--- config.mk ---
export PLATFORM = sky130hd
export DESIGN_NAME = bram_burst_master
export DESIGN_NICKNAME = d
export VERILOG_FILES = /design/src/rtl/bram_burst_master.sv
export SDC_FILE = /design/constraint.sdc
export NUM_CORES = 1
export LEC_CHECK = 0
export BUFFER_PORTS_ARGS = -buffer_cell sky130_fd_sc_hd__buf_4
export CORE_ASPECT_RATIO = 0.7
export CORE_MARGIN = 2
export CORE_UTILIZATION = 50
export DETAILED_ROUTE_END_ITERATION = 6
export PLACE_DENSITY = 0.95
export REMOVE_ABC_BUFFERS = 1
export SYNTH_ARGS = -nofsm -noshare
export SYNTH_HDL_FRONTEND = slang
export SYNTH_SLANG_ARGS = --single-unit
--- constraint.sdc ---
create_clock -name clk -period 2.6 [get_ports clk]
set_input_delay 0.13 -clock clk [delete_from_list [all_inputs] [get_ports clk]]
set_output_delay 0.13 -clock clk [all_outputs]
set_load 0.03 [all_outputs]
--- src/rtl/bram_burst_master.sv ---
// Burst initiator for the BRAM wrapper request/valid port: turns a read or write
// burst command into single-beat accesses, one read outstanding at a time.
module bram_burst_master #(
  parameter int ADDR_WIDTH = 15,
  parameter int DATA_WIDTH = 31,
  parameter int LEN_WIDTH  = 8,
  parameter int TIMEOUT    = 15
) (
  input  logic                  clk,
  input  logic                  rst,
  input  logic                  cmd_valid,
  output logic                  cmd_ready,
  input  logic                  cmd_write,
  input  logic [ADDR_WIDTH-1:0] cmd_addr,
  input  logic [LEN_WIDTH-1:0]  cmd_len,
  input  logic                  wdata_valid,
  output logic                  wdata_ready,
  input  logic [DATA_WIDTH-1:0] wdata,
  output logic                  rdata_valid,
  input  logic                  rdata_ready,
  output logic [DATA_WIDTH-1:0] rdata,
  output logic                  done,
  output logic                  error,
  output logic [ADDR_WIDTH-1:0] mem_addr,
  output logic                  mem_en,
  output logic                  mem_we,
  output logic [DATA_WIDTH-1:0] mem_din,
  input  logic [DATA_WIDTH-1:0] mem_dout,
  input  logic                  mem_valid
);

  localparam int TW = $clog2(TIMEOUT + 1);
  localparam logic [TW-1:0] TIMER_LAST = TW'(TIMEOUT - 1);

  typedef enum logic [2:0] {
    S_IDLE    = 3'd0,
    S_WR      = 3'd1,
    S_RD_REQ  = 3'd2,
    S_RD_WAIT = 3'd3,
    S_RD_HOLD = 3'd4,
    S_DONE    = 3'd5,
    S_ERR     = 3'd6
  } state_t;

  state_t                r_state;
  state_t                w_state_nxt;
  logic [ADDR_WIDTH-1:0] r_cur_addr;
  logic [ADDR_WIDTH-1:0] w_cur_addr_nxt;
  logic [LEN_WIDTH-1:0]  r_remaining;
  logic [LEN_WIDTH-1:0]  w_remaining_nxt;
  logic [DATA_WIDTH-1:0] r_rdata_q;
  logic [DATA_WIDTH-1:0] w_rdata_q_nxt;
  logic [TW-1:0]         r_timer;
  logic [TW-1:0]         w_timer_nxt;
  logic                  w_last_beat;

  assign w_last_beat = (r_remaining == LEN_WIDTH'(1));

  // State and datapath registers, cleared by the asynchronous reset.
  always_ff @(posedge clk or posedge rst) begin
    if (rst) begin
      r_state     <= S_IDLE;
      r_cur_addr  <= '0;
      r_remaining <= '0;
      r_rdata_q   <= '0;
      r_timer     <= '0;
    end else begin
      r_state     <= w_state_nxt;
      r_cur_addr  <= w_cur_addr_nxt;
      r_remaining <= w_remaining_nxt;
      r_rdata_q   <= w_rdata_q_nxt;
      r_timer     <= w_timer_nxt;
    end
  end

  // Next-state, datapath updates and handshake outputs.
  always_comb begin
    w_state_nxt     = r_state;
    w_cur_addr_nxt  = r_cur_addr;
    w_remaining_nxt = r_remaining;
    w_rdata_q_nxt   = r_rdata_q;
    w_timer_nxt     = r_timer;
    cmd_ready       = 1'b0;
    wdata_ready     = 1'b0;
    rdata_valid     = 1'b0;
    rdata           = r_rdata_q;
    done            = 1'b0;
    error           = 1'b0;
    mem_addr        = r_cur_addr;
    mem_en          = 1'b0;
    mem_we          = 1'b0;
    mem_din         = '0;

    case (r_state)
      S_IDLE: begin
        cmd_ready = 1'b1;
        if (cmd_valid) begin
          w_cur_addr_nxt  = cmd_addr;
          w_remaining_nxt = cmd_len;
          if (cmd_len == '0) begin
            w_state_nxt = S_DONE;
          end else if (cmd_write) begin
            w_state_nxt = S_WR;
          end else begin
            w_state_nxt = S_RD_REQ;
          end
        end else begin
          w_state_nxt = S_IDLE;
        end
      end

      // Write strobe follows wdata_valid directly so beats stream one per cycle.
      S_WR: begin
        wdata_ready = 1'b1;
        mem_en      = wdata_valid;
        mem_we      = wdata_valid;
        mem_din     = wdata;
        if (wdata_valid) begin
          w_cur_addr_nxt  = r_cur_addr + ADDR_WIDTH'(1);
          w_remaining_nxt = r_remaining - LEN_WIDTH'(1);
          w_state_nxt     = w_last_beat ? S_DONE : S_WR;
        end else begin
          w_state_nxt = S_WR;
        end
      end

      S_RD_REQ: begin
        mem_en      = 1'b1;
        w_timer_nxt = '0;
        w_state_nxt = S_RD_WAIT;
      end

      S_RD_WAIT: begin
        if (mem_valid) begin
          w_rdata_q_nxt = mem_dout;
          w_state_nxt   = S_RD_HOLD;
        end else if (r_timer == TIMER_LAST) begin
          w_timer_nxt = r_timer + TW'(1);
          w_state_nxt = S_ERR;
        end else begin
          w_timer_nxt = r_timer + TW'(1);
          w_state_nxt = S_RD_WAIT;
        end
      end

      S_RD_HOLD: begin
        rdata_valid = 1'b1;
        if (rdata_ready) begin
          w_cur_addr_nxt  = r_cur_addr + ADDR_WIDTH'(1);
          w_remaining_nxt = r_remaining - LEN_WIDTH'(1);
          w_state_nxt     = w_last_beat ? S_DONE : S_RD_REQ;
        end else begin
          w_state_nxt = S_RD_HOLD;
        end
      end

      S_DONE: begin
        done        = 1'b1;
        w_state_nxt = S_IDLE;
      end

      // Abort drops the remaining beats; a late response is ignored in IDLE.
      S_ERR: begin
        error       = 1'b1;
        w_state_nxt = S_IDLE;
      end

      default: begin
        w_state_nxt = S_IDLE;
      end
    endcase
  end

endmodule
==> results.md, run 1 <==
- Final count of negative-setup-slack endpoints: 0
- Worst-path maximum fanout: 33
- Clk slew on worst S/H paths: about 0.080 ns
- Period utilisation layout: 0.7883
- Pwr Total: 7.121 mW
- Final min period: 2.050 ns
- PostCTS Resize Cnt: 0
- Post-detailed-route count of antenna-violating nets: 0
- Yosys warning count: 0
- Worst Hold Class: in2async
- WP data arrival: 1.92 ns
- H-tree levels: 3
- Register area share after synthesis: 0.4404
- First-pass GRT wire length: roughly 17,000 microns
- Worst-skew pair later-pin latency: 0.35 ns
- WHS: 0.0004590 ns
- CTS tree: yes
- Psw: between 3 and 4 mW
- Post-synth top area share: 0.4404
- R2R Path End: r_remaining[6]$_DFFE_PP0P_
- Main flop type after synthesis: dfrtp_1
- CP most frequent cell: buf_4
- Vias in the first global route: 3,440
- DRT iter0 DRCs: just under 300
- TritonCTS Buffers: 9
- Final WS setup: 0.5504 ns
- Final HPWL DP: 7641 microns
- Critical path class: reg2out
- TNS Setup: 0 ns
- Fillers: 443
- Final hold viol count: 0
- Core area: 6725 sq um
- Vert. Die Dim: between 70 and 80 microns
- VDD IR-drop max: between 0.8 and 0.9 mV
- CP Capture Type: primary output
- RSZ-0062 raised after global routing: no
- CP startpoint: r_state[0]$_DFF_PP0_
- Max cap viols: 0
- #FFs+latches synth: 61
- Synth top cells by count: dfrtp_1 (61), and2_1 (35), mux2_2 (31)
- Leak pwr: 2.404 nW
- Routed wire per std cell: 17.19 microns
- Routed WL: 10,760 microns
- Clk buf depth: 2
- Switching Share: 0.4868
- Clock Skew: 0.008111 ns
- Worst Setup EP: mem_din[24]
- Routability cong.: 0.8627
- Max-Slew Margin vs Limit: 0.4912
- Max Fclk: 0.4879 GHz
- Number of buffers added for setup after CTS: 0
- Pre-CTS setup slack: 0.6125 ns
- CTS Hold Bufs: 8
- Fin nets: 624
- Worst slew pin tran: 0.7632 ns
- Multi-input logic area: 1762 sq um
- Clock Sink Count: 61
- Drt drc: 0
- Largest net degree at the start of global routing: 62
- Critical path, cell by cell: inv_1 -> nor3_2 -> buf_4 -> and2_1 -> buf_4
- Ys async rst share: 1.000
- Diode count: 0
- Sequential cell area: 1526 sq um
- Sequential share of power: 0.269
- Proportion of layout cells with a drive suffix above 1: 0.4492
- Total track usage: 0.2824
- Area Growth Syn to Fin: 48.27%
- Clock share of power: 0.123
- IO Pins: 176
- Starting Density: 0.5153
- Cell area after layout: 5139 sq um
- Pwr dens: 1386 nW/um^2
- Total grt overflow: 0
- R2R cell count: 4
- Avg Cell Area, Syn: 9.931 sq um
- RR Startpoint: r_state[2]$_DFF_PP0_
- Mapped Area: ~3500 sq um
- CP max stage cell: dfrtp_1
- Logic pwr share: 0.609
- Vias after detailed routing: between 3,000 and 4,000
- Synth area leader: dfrtp_1
- Via density: between 5 and 6
- Cell count after synthesis: 349
- Die width: approximately 100 microns
- Post-synth EDFFs: 0
- Req. time, crit path: around 2.5 ns
- Startpoint types: flop
- Top-count cell post-synth: dfrtp_1
- Status: complete, no violations
- Distinct cells, synth: 53
- # rows: 25
- CP peak stage delay: 0.58 ns
- Final Slew Violations: 0
- CTS root buffer: clkbuf_8
- DR pass1 iterations: 6
- Port Buf Inserts: 175
- Placed cell area: 4858 sq um
- Internal power: 3.654 mW
- Die ar.: 7624 sq um
- Synth top area cells: dfrtp_1 (44%), mux2_2 (10%), and2_1 (6.3%)
- Worst R2R Setup Slack: 0.58 ns
- Antenna violations before repair: 0
[state kept, by name, indices dropped and copies added (netlist names)]
register / flops
r_timer: 4
r_remaining: 8
rdata: 31
r_state: 3
mem_addr: 15
[how the worst min path moves through the flow]
stage                                  to  slack [ns]
detailed placement   rdata[3]$_DFFE_PP0P_        0.37
finish              rdata[22]$_DFFE_PP0P_      0.0005
global route         rdata[7]$_DFFE_PP0P_       0.004
CTS                  rdata[7]$_DFFE_PP0P_      0.0006
global placement    rdata[27]$_DFFE_PP0P_        0.36
floorplan            rdata[0]$_DFFE_PP0P_        0.28
[routing by layer]
metal  track usage  part of all wire  routed length [microns]  up-vias
met4       0.09760             0.020                      213        0
met5             0                 0                        0        -
met1        0.3515              0.40                     4271     1659
li1              -                 -                        -     1639
met3       0.09139             0.085                      916       27
met2        0.4739              0.50                     5362      173
[cell type report]
| class | instances | share of cell area |
|---|---|---|
| multi-input combinational | 247 | 0.3428 |
| sequential | 61 | 0.2971 |
| timing repair buffer | 195 | 0.2888 |
| clock buffer | 10 | 0.02484 |
| tap | 94 | 0.02289 |
| clock inverter | 6 | 0.01412 |
| inverter | 13 | 0.009496 |
[worst max-delay path: cells and delay by family, from the launching register on]
| kind | cells | cell delay (ns) |
|---|---|---|
| buffers and inverters | 3 | 0.63 |
| DFF | 1 | 0.58 |
| and+or+nand+nor | 2 | 0.37 |
[kinds of logic after synthesis]
group                      share of synthesized area
xor gates and xnor gates                    0.005055
DFF                                           0.4404
muxes                                         0.1123
AOI/OAI and AO/OA                             0.1780
adders and majority gates                    0.01805
buffers and inverters                        0.05271
and+or+nand+nor                               0.1935
[layout by cell type, fill, tap and decap left out, types with 5 or more instances in the layout]
| cell type | netlist | routed |
|---|---|---|
| mux2_2 | 31 | 31 |
| o22ai_1 | 8 | 8 |
| nor2_1 | 6 | 6 |
| a211oi_1 | 12 | 12 |
| o211ai_1 | 5 | 5 |
| nand4_1 | 8 | 8 |
| dlygate4sd3_1 | 0 | 8 |
| dfrtp_1 | 61 | 61 |
| inv_1 | 13 | 12 |
| or4_1 | 7 | 7 |
| nand3_1 | 5 | 5 |
| buf_4 | 1 | 187 |
| nand2_1 | 17 | 17 |
| o21ai_0 | 17 | 17 |
| clkbuf_8 | 0 | 9 |
| a21oi_1 | 7 | 7 |
| and2_1 | 35 | 35 |
| nor3_1 | 13 | 12 |
| o31ai_1 | 5 | 5 |
| a2bb2oi_1 | 6 | 6 |
| ha_1 | 5 | 5 |
| and3_1 | 5 | 5 |
[power by group through the flow]
stage / clock (mW) / combinational (mW) / sequential, mW
2_1_floorplan: 0 / 2.00 / 2.53
3_3_place_gp: 0 / 4.19 / 1.85
3_5_place_dp: 0 / 4.30 / 1.89
4_1_cts: 0.886 / 4.32 / 1.89
5_1_grt: 0.926 / 4.64 / 1.97
6_report: 0.873 / 4.33 / 1.91
[through the flow]
stage / util / cells
floorplan: - / 321
global placement: 0.7224 / 602
detailed placement: 0.7224 / 602
CTS: 0.7641 / 626
global route: 0.7641 / 626
finish: 0.7641 / 626
Note: power is estimated with default switching activity, not from simulation.
==> inputs of run 2 (changes only) <==
--- a/config.mk
+++ b/config.mk
@@ -8,9 +8,9 @@
 export BUFFER_PORTS_ARGS = -buffer_cell sky130_fd_sc_hd__buf_4
 export CORE_ASPECT_RATIO = 0.7
 export CORE_MARGIN = 2
-export CORE_UTILIZATION = 50
+export CORE_UTILIZATION = 46
 export DETAILED_ROUTE_END_ITERATION = 6
-export PLACE_DENSITY = 0.95
+export PLACE_DENSITY = 0.91
 export REMOVE_ABC_BUFFERS = 1
 export SYNTH_ARGS = -nofsm -noshare
 export SYNTH_HDL_FRONTEND = slang
==> constraint.sdc (replaced) <==
create_clock -name clk -period 2.2 [get_ports clk]
set_input_delay 0.11 -clock clk [delete_from_list [all_inputs] [get_ports clk]]
set_output_delay 0.11 -clock clk [all_outputs]
set_load 0.03 [all_outputs]
==> run 2 against run 1 <==
  * Sequential share of layout area decreased by 0.81 points
  * First-iteration DRC count increased by 19%
  * Clock power increased by 16%
  * Critical endpoint is now mem_din[9]
==> results.md, run 2 (synthesis gave the netlist of run 1 again) <==
- Status: complete, no violations
- Routability cong.: 0.8810 (+2.1%)
- Met1 usage: 0.3534 (+0.001887)
- Core area: 7287 sq um (+8.4%)
- TNS Setup: 0 ns (unchanged)
- RR Startpoint: r_state[2]$_DFF_PP0_
- Final min period: 2.027 ns
- Starting Density: 0.4756 (-0.03973)
- Global Route met3 Usage: 0.07528 (-0.01612)
- Worst R2R Setup Slack: 0.29 ns (-0.29 ns)
- Total grt overflow: 0 (unchanged)
- Placed cell area: 4883 sq um (+0.51%)
- Switching Share: 0.4821 (-0.004627)
- WP data arrival: 1.92 ns (about the same)
- Die ar.: 8255 sq um (+8.3%)
- VDD IR-drop max: 0.9692 mV (+20%)
- R2R cell count: 5 (+1)
- Met2 Use GR: 0.4308 (-0.04306)
- GRT busiest layer: met2
- Clock Sink Count: 61 (unchanged)
- Post-detailed-route count of antenna-violating nets: 0 (unchanged)
- Leak pwr: 2.468 nW (+2.7%)
- CP peak stage delay: 0.60 ns (+0.02 ns)
- Worst Hold Class: in2reg
- Origin of the worst min-delay path: mem_dout[7]
- Worst hold path endpoint: rdata[7]$_DFFE_PP0P_
- Max-Slew Margin vs Limit: 0.5816 (+0.09038)
- Commonest non-fill, non-tap cell in the layout: buf_4
- Worst slew pin tran: 0.6267 ns (-0.1365 ns)
- CP top delay family: buffers and inverters
- H-tree levels: 3 (unchanged)
- Worst-skew pair later-pin latency: 0.34 ns (about the same)
- Most frequent cells in the layout: buf_4 (187), dfrtp_1 (61), and2_1 (35)
- Non-Filler Instances: 642 (+2.6%)
- Final HPWL DP: 7655 microns (+0.17%)
- Clock Skew: 0.01145 ns (+0.003341 ns)
- Diode count: 0 (unchanged)
- CP Capture Type: primary output
- Pwr Total: 8.466 mW (+19%)
- Pwr dens: 1603 nW/um^2 (+16%)
- Max Fclk: about 0.5 GHz
- Number of buffers added for setup after CTS: 0 (unchanged)
- Routed wire per std cell: 17.11 microns (-0.48%)
- Final Slew Violations: 0 (unchanged)
- IO Pins: 176 (unchanged)
- WHS: 0.01414 ns (+0.01368 ns)
- DR pass1 iterations: 5 (-1)
- Psw: 4.082 mW (+18%)
- Max cap viols: 0 (unchanged)
- Area Growth Syn to Fin: 52.42%
- Req. time, crit path: 2.09 ns (-0.38 ns)
- Final count of negative-setup-slack endpoints: 0 (unchanged)
- Clk slew on worst S/H paths: 0.07 ns (about the same)
- Worst-path maximum fanout: 33 (unchanged)
- Routed WL: 10,990 microns (+2.1%)
- Logic pwr share: 0.617 (+0.008)
- Clock share of power: 0.119 (-0.004)
- Fin nets: 637 (+2.1%)
- Antenna violations before repair: 0 (unchanged)
- Vias in the first global route: 3,472 (+0.93%)
- Clk buf depth: 2 (unchanged)
- Drt drc: 0 (unchanged)
- CTS Hold Bufs: 19 (+11)
- Proportion of layout cells with a drive suffix above 1: 0.4412 (-0.008072)
- PostCTS Resize Cnt: 0 (unchanged)
- Cell area after layout: 5283 sq um (+2.8%)
- Sequential share of power: 0.264 (-0.005)
- Critical path, cell by cell: inv_1 -> nor3_2 -> buf_4 -> and2_1 -> buf_4
- # rows: 26 (+4.0%)
- Vert. Die Dim: 76.62 microns (+4.0%)
- CTS root buffer: clkbuf_8
- DRT iter0 DRCs: 344 (+19%)
- Hold Path Depth: 2
- Vias after detailed routing: 3,570 (+2.1%)
- TritonCTS Buffers: 9 (unchanged)
- Critical path class: reg2out
- Final hold viol count: 0 (unchanged)
- Largest register FFs: 31 (unchanged)
- Pre-CTS setup slack: 0.3458 ns (-0.2667 ns)
- Crit path buffers/inverters: 3 (unchanged)
- R2R Path End: mem_addr[1]$_DFFE_PP0P_
- Via density: 5.561 (-0.49%)
- Internal power: 4.384 mW (+20%)
- RSZ-0062 raised after global routing: no
- CTS tree: yes
- Cells after DPL: 607 (+0.83%)
- First-pass GRT wire length: 17,310 microns (+1.8%)
- Largest net degree at the start of global routing: 34 (-45%)
- Period utilisation layout: 0.9213
- CP max stage cell: dfrtp_1
- Port Buf Inserts: 175 (unchanged)
- Startpoint types: flop
- CP most frequent cell: buf_4
- Post-layout util: 0.7249 (-0.03916)
- Final WS setup: 0.1732 ns (-0.3772 ns)
- Total track usage: 0.2646 (-0.01779)
- Die width: 107.7 microns (+4.1%)
-- run 2: cell count changes in the layout (fill, tap and decap cells not counted) --
cell / before / now
inv_6: 1 / 0
clkinv_2: 0 / 2
clkinv_4: 3 / 0
dlygate4sd3_1: 8 / 20
buf_12: 0 / 1
clkbuf_8: 9 / 11
clkbuf_1: 1 / 0
-- run 2: layout make-up --
class / count / area, sq um
clock buffers: 11 / 151.4
flip-flops and latches: 61 / 1526
fillers: 501 / 2004
well taps: 98 / 122.6
inverters: 13 / 48.80
multi-input cells: 247 / 1762
clock inverters: 4 / 47.55
repair buffers: 208 / 1624
-- run 2: worst max-delay path by stage --
stage / from / end / slack [ns] / cells after the start
after floorplan: r_state[1]$_DFF_PP0_ / mem_din[0] / -1.03 / 2
after global placement: r_state[0]$_DFF_PP0_ / mem_addr[6]$_DFFE_PP0P_ / 0.45 / 5
after detailed placement: r_state[2]$_DFF_PP0_ / mem_addr[2]$_DFFE_PP0P_ / 0.35 / 5
after CTS: r_state[0]$_DFF_PP0_ / mem_din[9] / 0.19 / 5
after global routing: r_state[0]$_DFF_PP0_ / mem_din[12] / 0.03 / 5
final: r_state[0]$_DFF_PP0_ / mem_din[9] / 0.17 / 5
-- run 2: worst register-to-register path, delay by kind of cell (launching register included) --
kind	cells	cell delay, ns
flops	1	0.49
mux	1	0.25
simple gates	1	0.49
buf+inv	1	0.17
compound gates	2	0.37
-- run 2: power by group through the flow --
stage | logic, mW | clock network (mW) | registers [mW]
floorplan | 2.37 | 0 | 2.99
global placement | 5.01 | 0 | 2.17
detailed placement | 5.15 | 0 | 2.21
CTS | 5.20 | 1.03 | 2.20
global route | 5.57 | 1.08 | 2.30
finish | 5.22 | 1.01 | 2.23
-- run 2: routing by layer --
metal,vias up,wire [microns],part of all wire
li1,1656,-,-
met1,1681,4605,0.42
met2,216,5239,0.48
met3,17,1035,0.094
met4,0,105,0.0096
met5,-,0,0
==> inputs of run 3 (changes only) <==
--- a/config.mk
+++ b/config.mk
@@ -10,6 +10,7 @@
 export CORE_MARGIN = 2
 export CORE_UTILIZATION = 46
 export DETAILED_ROUTE_END_ITERATION = 6
+export HOLD_SLACK_MARGIN = 0.08
 export PLACE_DENSITY = 0.91
 export REMOVE_ABC_BUFFERS = 1
 export SYNTH_ARGS = -nofsm -noshare
==> run 3 against run 2 <==
  * Maximum frequency down 0.22%
  * Global-route usage up 1.5 points
  * Die area unchanged
  * Critical path depth unchanged
  * Via count up 2.4%
  * Setup slack worse by 0.0044 ns
  * Sequential power about the same
  * Hold slack better by 0.080 ns
  * Sequential cell count unchanged
  * Cell count up 2.5%
  * Combinational power up 1%
  * Critical path type unchanged
  * Highest routed layer unchanged
==> results.md, run 3 (synthesis gave the netlist of run 1 again) <==
- Vias in the first global route: 3,587 (+3.3%)
- R2R Path End: mem_addr[1]$_DFFE_PP0P_
- Vias after detailed routing: 3,656 (+2.4%)
- Final HPWL DP: 7655 microns (unchanged)
- Req. time, crit path: 2.09 ns (about the same)
- Via density: 5.556 (about the same)
- WP data arrival: 1.92 ns (about the same)
- Routability cong.: 0.8810 (unchanged)
- Status: complete, no violations
- Post-layout util: 0.7469 (+0.02198)
- Diode count: 0 (unchanged)
- Leak pwr: 2.535 nW (+2.7%)
- TritonCTS Buffers: 9 (unchanged)
- Core area: 7287 sq um (unchanged)
- PostCTS Resize Cnt: 0 (unchanged)
- Final hold viol count: 0 (unchanged)
- TNS Setup: 0 ns (unchanged)
- First-pass GRT wire length: 18,340 microns (+6.0%)
- Area Growth Syn to Fin: 57.04%
- Crit path buffers/inverters: 3 (unchanged)
- CP max stage cell: dfrtp_1
- Vert. Die Dim: 76.62 microns (unchanged)
- CTS root buffer: clkbuf_8
- CP top delay family: buffers and inverters
- Max cap viols: 0 (unchanged)
- Starting Density: 0.4756 (unchanged)
- Largest net degree at the start of global routing: 34 (unchanged)
- Worst hold path endpoint: mem_addr[7]$_DFFE_PP0P_
- RR Startpoint: r_state[2]$_DFF_PP0_
- Origin of the worst min-delay path: cmd_addr[7]
- Switching Share: 0.4831 (+0.0009168)
- IO Pins: 176 (unchanged)
- CP peak stage delay: 0.59 ns (about the same)
- Sequential share of power: 0.263 (about the same)
- Most frequent cells in the layout: buf_4 (187), dfrtp_1 (61), dlygate4sd3_1 (36)
- Clock Sink Count: 61 (unchanged)
- Critical path, cell by cell: inv_1 -> nor3_2 -> buf_4 -> and2_1 -> buf_4
- Final Slew Violations: 0 (unchanged)
- Period utilisation layout: 0.9233 (+0.002006)
- Fin nets: 653 (+2.5%)
- CP most frequent cell: buf_4
- Critical path class: reg2out
- DRT iter0 DRCs: 388 (+13%)
- Clock share of power: 0.118 (about the same)
- CTS tree: yes
- Clock Skew: 0.01285 ns (+0.001395 ns)
- Worst R2R Setup Slack: 0.28 ns (about the same)
- Antenna violations before repair: 0 (unchanged)
- CP Capture Type: primary output
- Proportion of layout cells with a drive suffix above 1: 0.4286 (-0.01261)
- Routed wire per std cell: 17.53 microns (+2.4%)
- Clk buf depth: 2 (unchanged)
- Hold Path Depth: 3 (+1)
- H-tree levels: 3 (unchanged)
- Pwr dens: 1565 nW/um^2 (-2.3%)
- Worst Hold Class: in2reg
- Internal power: 4.404 mW (+0.45%)
- Largest register FFs: 31 (unchanged)
- Drt drc: 0 (unchanged)
- Number of buffers added for setup after CTS: 0 (unchanged)
- # rows: 26 (unchanged)
- Psw: 4.116 mW (+0.82%)
- Routed WL: 11,530 microns (+5.0%)
- Worst slew pin tran: 0.6282 ns (+0.001477 ns)
- VDD IR-drop max: 0.9690 mV (about the same)
- R2R cell count: 5 (unchanged)
- Total track usage: 0.2794 (+0.01480)
- Total grt overflow: 0 (unchanged)
- Max-Slew Margin vs Limit: 0.5806 (-0.0009860)
- DR pass1 iterations: 5 (unchanged)
- RSZ-0062 raised after global routing: no
- Worst-skew pair later-pin latency: 0.34 ns (about the same)
- Max Fclk: 0.4923 GHz (-0.22%)
- Final count of negative-setup-slack endpoints: 0 (unchanged)
- Startpoint types: flop
- Worst-path maximum fanout: 33 (unchanged)
- Die ar.: 8255 sq um (unchanged)
- Clk slew on worst S/H paths: 0.07 ns (about the same)
- Commonest non-fill, non-tap cell in the layout: buf_4
- Final min period: 2.031 ns (+0.004413 ns)
- Post-detailed-route count of antenna-violating nets: 0 (unchanged)
- WP depth: 5 (unchanged)
- Logic pwr share: 0.619 (+0.002)
- Port Buf Inserts: 175 (unchanged)
- Fillers: 476 (-5.0%)
- Die width: 107.7 microns (unchanged)
run 3: stage by stage:
| stage | hold WS (ns) | instances | setup WS, ns | area, sq um | total power, mW |
|---|---|---|---|---|---|
| global route | 0.09330 | 658 | 0.03327 | 5443 | 8.987 |
| floorplan | 0.2607 | 321 | -1.028 | 3332 | 5.360 |
| CTS | 0.08109 | 658 | 0.1866 | 5443 | 8.447 |
| detailed placement | 0.2225 | 607 | 0.3458 | 4883 | 7.360 |
| global placement | 0.2213 | 607 | 0.4482 | 4883 | 7.174 |
| finish | 0.09452 | 658 | 0.1688 | 5443 | 8.520 |
run 3: power by group through the flow:
stage / logic [mW] / clock network [mW] / registers, mW
2_1_floorplan: 2.37 / 0 / 2.99
3_5_place_dp: 5.15 / 0 / 2.21
6_report: 5.27 / 1.01 / 2.24
4_1_cts: 5.23 / 1.03 / 2.20
3_3_place_gp: 5.01 / 0 / 2.17
5_1_grt: 5.60 / 1.08 / 2.31
run 3: worst max path at each step:
stage,from,end
floorplan,r_state[1]$_DFF_PP0_,mem_din[0]
global placement,r_state[0]$_DFF_PP0_,mem_addr[6]$_DFFE_PP0P_
detailed placement,r_state[2]$_DFF_PP0_,mem_addr[2]$_DFFE_PP0P_
CTS,r_state[0]$_DFF_PP0_,mem_din[9]
global route,r_state[0]$_DFF_PP0_,mem_din[12]
finish,r_state[0]$_DFF_PP0_,mem_din[6]
run 3: repair_timing:
| item | in CTS | in global routing |
|---|---|---|
| setup endpoints to repair | 0 | 0 |
| endpoints found under the hold margin | 64 | 0 |
| hold buffers | 36 | 0 |
run 3: routing by layer:
metal  GRT usage  up-vias  wire length (microns)
li1            -     1692                      -
met1      0.3767     1739                   4921
met2      0.4440      209                   5476
met3     0.08041       16                   1000
met4     0.06923        0                    133
met5           0        -                      0
run 3: worst min-delay path, delay by kind of cell:
| kind | cells | cell delay (ns) |
|---|---|---|
| compound gates | 2 | 0.19 |
| buf+inv | 1 | 0.08 |
run 3: final cells by class:
class                   instances  area, sq um  share of cell area
flip-flops and latches         61         1526              0.2805
repair buffers                224         1784              0.3278
multi-input cells             247         1762              0.3237
inverters                      13        48.80            0.008966
clock inverters                 4        47.55            0.008736
well taps                      98        122.6             0.02253
clock buffers                  11        151.4             0.02782
